### src/rtl/store_align_unit.sv
// MEM-stage store aligner: lane-positions store data, builds byte enables and issues one or two
// word-aligned bus beats. Define MISALIGNED_SPLIT_EN to split boundary-crossing stores.
module store_align_unit #(
    parameter int XLEN = 32
) (
    input  logic              clk,
    input  logic              rst_n,
    input  logic              req_valid,
    output logic              req_ready,
    input  logic [XLEN-1:0]   req_addr,
    input  logic [2:0]        req_funct3,
    input  logic [XLEN-1:0]   req_wdata,
    output logic              mem_valid,
    input  logic              mem_ready,
    output logic [XLEN-1:0]   mem_addr,
    output logic [XLEN-1:0]   mem_wdata,
    output logic [XLEN/8-1:0] mem_be,
    output logic              st_done,
    output logic              st_err
);
    localparam int NB  = XLEN / 8;
    localparam int OFF = $clog2(NB);

    typedef enum logic [1:0] {IDLE, BEAT0, BEAT1} state_t;

    state_t            state, state_nxt;
    logic [OFF-1:0]    off;
    logic [3:0]        size;
    logic              illegal, misaligned, reject;
    logic [NB-1:0]     byte_en;
    logic [XLEN-1:0]   data_mask;
    logic [2*NB-1:0]   mask2;
    logic [2*XLEN-1:0] data2;
    logic [XLEN-1:0]   beat0_addr;
    logic [XLEN-1:0]   hi_addr, hi_data;
    logic [NB-1:0]     hi_be;
    logic              hs, final_hs, accept;

    assign off        = req_addr[OFF-1:0];
    assign size       = 4'd1 << req_funct3[1:0];
    assign illegal    = req_funct3[2] | (size > 4'(NB));
    assign misaligned = (4'(off) & (size - 4'd1)) != 4'd0;

`ifdef MISALIGNED_SPLIT_EN
    assign reject = illegal;
`else
    assign reject = illegal | misaligned;
`endif

    // NOTE: every always_comb output gets a default first so no path leaves it unassigned (no latch).
    always_comb begin
        byte_en   = '0;
        data_mask = '0;
        for (int i = 0; i < NB; i++) begin
            if (i < int'(size)) begin
                byte_en[i]         = 1'b1;
                data_mask[8*i +: 8] = 8'hFF;
            end
        end
    end

    // Upper bytes are masked off before the shift so they cannot leak into the beat1 lanes.
    assign mask2      = {NB'(0), byte_en} << off;
    assign data2      = {XLEN'(0), req_wdata & data_mask} << {off, 3'b000};
    assign beat0_addr = {req_addr[XLEN-1:OFF], OFF'(0)};

    assign mem_valid = (state != IDLE);
    assign hs        = mem_valid & mem_ready;
    assign final_hs  = hs & ((state == BEAT1) | ((state == BEAT0) & (hi_be == '0)));
    assign req_ready = (state == IDLE) | final_hs;
    assign accept    = req_valid & req_ready;
    assign st_done   = final_hs;

    always_comb begin
        state_nxt = state;
        case (state)
            BEAT0:   if (hs) state_nxt = (hi_be != '0) ? BEAT1 : IDLE;
            BEAT1:   if (hs) state_nxt = IDLE;
            default: state_nxt = IDLE;
        endcase
        if (accept && !reject) state_nxt = BEAT0;
    end

    // NOTE: sequential state uses non-blocking assignments so all registers update from pre-edge values.
    always_ff @(posedge clk or negedge rst_n) begin
        if (!rst_n) begin
            state     <= IDLE;
            st_err    <= 1'b0;
            mem_addr  <= '0;
            mem_wdata <= '0;
            mem_be    <= '0;
            hi_addr   <= '0;
            hi_data   <= '0;
            hi_be     <= '0;
        end else begin
            state  <= state_nxt;
            st_err <= accept & reject;
            if (accept && !reject) begin
                mem_addr  <= beat0_addr;
                mem_wdata <= data2[XLEN-1:0];
                mem_be    <= mask2[NB-1:0];
                hi_addr   <= beat0_addr + XLEN'(NB);
                hi_data   <= data2[2*XLEN-1:XLEN];
                hi_be     <= mask2[2*NB-1:NB];
            end else if (state == BEAT0 && hs && hi_be != '0) begin
                mem_addr  <= hi_addr;
                mem_wdata <= hi_data;
                mem_be    <= hi_be;
            end
        end
    end
endmodule

### config.mk
export PLATFORM = sky130hd
export DESIGN_NAME = store_align_unit
export DESIGN_NICKNAME = d
export VERILOG_FILES = /design/src/rtl/store_align_unit.sv
export SDC_FILE = /design/constraint.sdc
export NUM_CORES = 1
export LEC_CHECK = 0
export ABC_AREA = 1
export CAP_MARGIN = 20
export CORE_MARGIN = 1.5
export CORE_UTILIZATION = 42
export DETAILED_ROUTE_END_ITERATION = 7
export PLACE_DENSITY_LB_ADDON = 0.25
export SYNTH_ARGS = -nofsm -noshare
export SYNTH_HDL_FRONTEND = slang
export SYNTH_SLANG_ARGS = --single-unit
### constraint.sdc
create_clock -name clk -period 3.8 [get_ports clk]
set_clock_uncertainty 0.2 [all_clocks]
set_input_delay 1.14 -clock clk [delete_from_list [all_inputs] [get_ports clk]]
set_output_delay 1.14 -clock clk [all_outputs]
set_load 0.01 [all_outputs]
Word level (Yosys, flattened, before mapping)
Index checks and enable logic that the tools add are counted.
{"block": "classes", "n_mux": 19, "magnitude_cmp": 5, "n_eq_ne": 4, "reduce_logical": 11, "bitwise_logic": 11, "addsub": 2, "multipliers": 0, "shifts": 3, "div_mod_pow": 0}
{"operator": "2-to-1 mux 32 bit", "n": 4}
{"operator": "left shift 32 x 5 -> 64 bit", "n": 1}
{"operator": "adder 32 x 3 -> 32 bit, second input constant", "n": 1}
{"operator": "bitwise AND 32 bit", "n": 1}
{"operator": "2-to-1 mux 8 bit", "n": 4}
{"operator": "< comparator 1 x 4 -> 1 bit, first input constant", "n": 2}
{"operator": "< comparator 2 x 4 -> 1 bit, first input constant", "n": 2}
{"operator": "2-to-1 mux 2 bit", "n": 4}
{"operator": "2-to-1 mux 4 bit", "n": 2}
{"operator": "nonzero test 4 bit", "n": 2}
{"operator": "left shift 4 x 2 -> 8 bit", "n": 1}
{"operator": "inequality test 3 x 2 -> 1 bit, second input constant", "n": 2}
{"operator": "bitwise AND 1 bit", "n": 5}
{"operator": "bitwise AND 2 x 4 -> 4 bit", "n": 1}
{"operator": "greater-than comparator 4 x 3 -> 1 bit, second input constant", "n": 1}
{"operator": "logical NOT 4 bit", "n": 1}
{"operator": "2-to-1 mux 1 bit", "n": 4}
{"operator": "bitwise OR 1 bit", "n": 4}
{"operator": "one-hot mux 2 bit (2 select lines)", "n": 1}
{"operator": "nonzero test 2 bit", "n": 2}
{"operator": "left shift 1 x 2 -> 4 bit, first input constant", "n": 1}
{"operator": "subtractor 4 x 1 -> 4 bit, second input constant", "n": 1}
{"operator": "logical AND 1 bit", "n": 3}
{"operator": "== test 2 x 1 -> 1 bit, second input constant", "n": 1}
{"operator": "4 further kinds", "n": 4}
{"block": "word_totals", "regBits": 139, "ramBits": 0, "rom_bits": 0, "elab_cells": 63, "input_bits": 71, "memories": 0, "out_inout_bits": 72, "latch_bits": 0}

Depth between registers and ports, before layout
{"block": "logic_depth", "ltp_word": 9, "ltp_mapped": 11}

Least setup slack after synthesis
OpenSTA, ideal clock, no wires.
{"block": "synth_timing", "path_type": "input to output", "startpoint": "input port mem_ready", "endpoint": "output port req_ready", "path_slack_ns": 0.692, "arrival_time_ns": 1.768, "stages": 5, "path_buffers": 1, "required_ns": 2.460, "path_cell_list": "inv_1 -> nor2_1 -> nand3_1 -> nand2_1 -> buf_1"}
{"block": "synth_between", "elab_chain_len": 3}
{"element": "start: declaration", "line_no": "14", "text": "input logic mem_ready,"}
{"element": "bitwise AND 1 bit", "line_no": "68", "text": "assign hs = mem_valid & mem_ready;"}
{"element": "bitwise AND 1 bit", "line_no": "69", "text": "assign final_hs = hs & ((state == BEAT1) | ((state == BEAT0) & (hi_be == '0)));"}
{"element": "bitwise OR 1 bit", "line_no": "70", "text": "assign req_ready = (state == IDLE) | final_hs;"}
{"element": "end: declaration", "line_no": "9", "text": "output logic req_ready,"}
No other way between the ends.

Worst setup path in the final report
Ends and elaborated chain as after synthesis.

==> impl_metrics.json <==
{
  "layout_setup_ws_ps": 261.8,
  "worstSetupPathType": "input port to output port",
  "switching_share_pct": 25.86,
  "post_cts_buffers": 0,
  "path_max_fanout": 2,
  "chipHeight_um": 129.4,
  "synth.cell_area_um2": 6711,
  "multiInputGateArea_um2": 3059,
  "cts_tree": "done",
  "synth_area_leader_cell": "dfrtp_1",
  "pwr-share-clk_pct": 42.0,
  "overflow": 0,
  "rsz0062_at_grt": "no",
  "tightest_slew_ps": 751.2,
  "min_period_ps": 3538,
  "maxCapViolations": 0,
  "synth_top_area_share_pct": 46.98,
  "ff_latch_area_um2": 3153,
  "avgSynthCellArea_um2": 7.186,
  "fin_nets": 1142,
  "outcome": "finished clean",
  "relSlewSlack_pct": 49.92,
  "first_pass_iters": 5,
  "p_leak_nw": 4.623,
  "period_share_pct": 93.11,
  "drt_first_iter_violations": 496,
  "hold_class": "flip-flop to flip-flop",
  "antenna_found_initial": 0,
  "initial_core_util_pct": 42.56,
  "dpl-instance-area_um2": 8341,
  "final_layout_size_suffix_gt1_share_pct": 6.371,
  "die_area_um2": 16750,
  "yosysSeqAreaShare_pct": 46.98,
  "post_drt_wl_per_cell_um": 14.83,
  "cp-start-kind": "input port",
  "powerDensity_nw_per_um2": 488.3,
  "root_buffer": "clkbuf_16",
  "clk_pin_slew_ps": 50,
  "postLayoutCellArea_um2": 9012,
  "grt_max_degree": 127,
  "yosys_most_used_dff": "dfrtp_1",
  "fillCellCount": 1514,
  "via_count": 6518,
  "coreArea_um2": 15770,
  "area_delta_synth_final_pct": 34.28,
  "total_power_mw": 4.401,
  "p_comb_share_pct": 19.9,
  "seqPwrFrac_pct": 38.1,
  "power_switching_mw": 1.138,
  "grt_usage_pct": 24.13,
  "reg2reg_depth": 10,
  "synth.most_common_cell": "nand2_1",
  "io_buffers": 140,
  "wl_um": 19270,
  "synth_edf_count": 0,
  "hold_violations": 0,
  "ant_nets": 0,
  "synthCells": 934,
  "internal_power_mw": 3.263,
  "postCtsHoldBufs": 0,
  "fmax_ghz": 0.2826,
  "io_pins": 143,
  "gp_congestion": 0.9121,
  "hold_depth": 2,
  "grt_pass1_wl_um": 31460,
  "cts_buffers": 17,
  "slew_violations": 0,
  "clock_latency_ps": 420,
  "pre_cts_slack_ps": -13.92,
  "synth-seq-cells": 126,
  "die_w_um": 129.4,
  "synthArstFlopShare_pct": 100.0,
  "cp-end-kind": "output port",
  "crit_required_ps": 2460,
  "hpwl_um": 13940,
  "worstPathArrival_ps": 2200,
  "yosys-top-cells-count": "nand2_1, dfrtp_1, nand3_1",
  "rows": 46,
  "viasPerCell": 5.018,
  "htree_levels": 4,
  "grt_pass1_vias": 6108,
  "synth.distinct_cells": 28,
  "clockBufferDepth": 2,
  "cts.sinks": 126,
  "ys_top_cells_by_area": "dfrtp_1, nand2_1, nand3_1",
  "finalSetupViolCount": 0,
  "antenna_cells": 0,
  "drc": 0,
  "peakVddDrop_mv": 0.3087,
  "yosys_warnings": 0
}
## final cells by class
cell class	count	share of cell area [%]
clock buffer	20	5.067
clock inverter	12	2.374
inverter	63	2.624
multi-input combinational	694	33.94
sequential	126	34.99
tap	216	2.999
timing repair buffer	168	18.01
## registers in the layout, indices dropped and copies added (netlist names)
signal / count
mem_wdata: 32
mem_be: 4
state: 2
hi_addr: 30
st_err: 1
hi_be: 3
hi_data: 24
mem_addr: 30
## power groups by stage
stage	Sequential (mW)	Combinational, mW	Clock (mW)
floorplan	1.74	0.332	0
global route	1.70	0.966	1.94
CTS	1.68	0.884	1.88
finish	1.68	0.876	1.85
detailed placement	1.70	0.879	0
global placement	1.69	0.866	0
## routing by layer
| metal | part of all wire, % | vias to the layer above | global-route usage, % |
|---|---|---|---|
| met5 | 0 | - | 0 |
| met4 | 2.3 | 0 | 8.366 |
| met3 | 4.3 | 32 | 4.129 |
| met2 | 46 | 185 | 36.98 |
| met1 | 48 | 3055 | 34.68 |
| li1 | - | 3246 | - |
## critical path: stages
cell             delay [ps]
clkdlybuf4s50_1         470
inv_1                    40
nor2_1                   90
nand3_1                  90
nand2_1                 100
dlygate4sd2_1           270
## final timing paths
check | startpoint | endpoint | slack (ps)
worst max-delay path | mem_ready | req_ready | 260
worst min-delay path | hi_data[23] | hi_data[23] | 260
worst max register to register | hi_be[0] | mem_addr[15] | 1560
worst min register to register | hi_data[23] | hi_data[23] | 260
max in group asynchronous | rst_n | mem_wdata[12] | 2210
min in group asynchronous | rst_n | mem_be[3] | 560
## cells in the final DEF (no fill, tap or decap), drive strengths merged
cell	count
nand2	402
nand4	24
inv	63
nor2	60
xor2	9
o211ai	9
nor3	14
clkbuf	20
bufinv	6
dlymetal6s2s	1
buf	29
xnor2	3
dfrtp	126
clkdlybuf4s50	137
dlygate4sd2	1
ha	1
a21oi	1
o21a	2
clkinv	6
nand3b	12
conb	2
nand3	126
o21ai	29
## metrics by stage
| stage | hold WS (ps) | util (%) | setup TNS [ps] | instances |
|---|---|---|---|---|
| global placement | 242.9 | 52.89 | -6.867 | 1267 |
| CTS | 261.8 | 57.13 | 0 | 1299 |
| global route | 270.0 | 57.15 | 0 | 1299 |
| detailed placement | 246.6 | 52.89 | -13.92 | 1267 |
| floorplan | 230.8 | - | 0 | 935 |
| finish | 259.8 | 57.15 | 0 | 1299 |
## logic make-up (layout without fill, tap and decap cells)
group / count (synthesis) / after routing / synth area share, %
DFF: 126 / 126 / 46.98
xor gates and xnor gates: 12 / 12 / 1.566
AOI/OAI and AO/OA: 41 / 41 / 3.523
adders and majority gates: 1 / 1 / 0.1864
other: 1 / 2 / 0.05587
buffers and inverters: 115 / 263 / 7.606
and+or+nand+nor: 638 / 638 / 40.08
## what timing repair did
| item | 4_1_cts | 5_1_grt |
|---|---|---|
| resized for setup | 1 | 1 |
| cloned | 0 | 0 |
| endpoints found under the setup margin | 1 | 1 |
No activity file was read; power rests on OpenSTA's default activity.
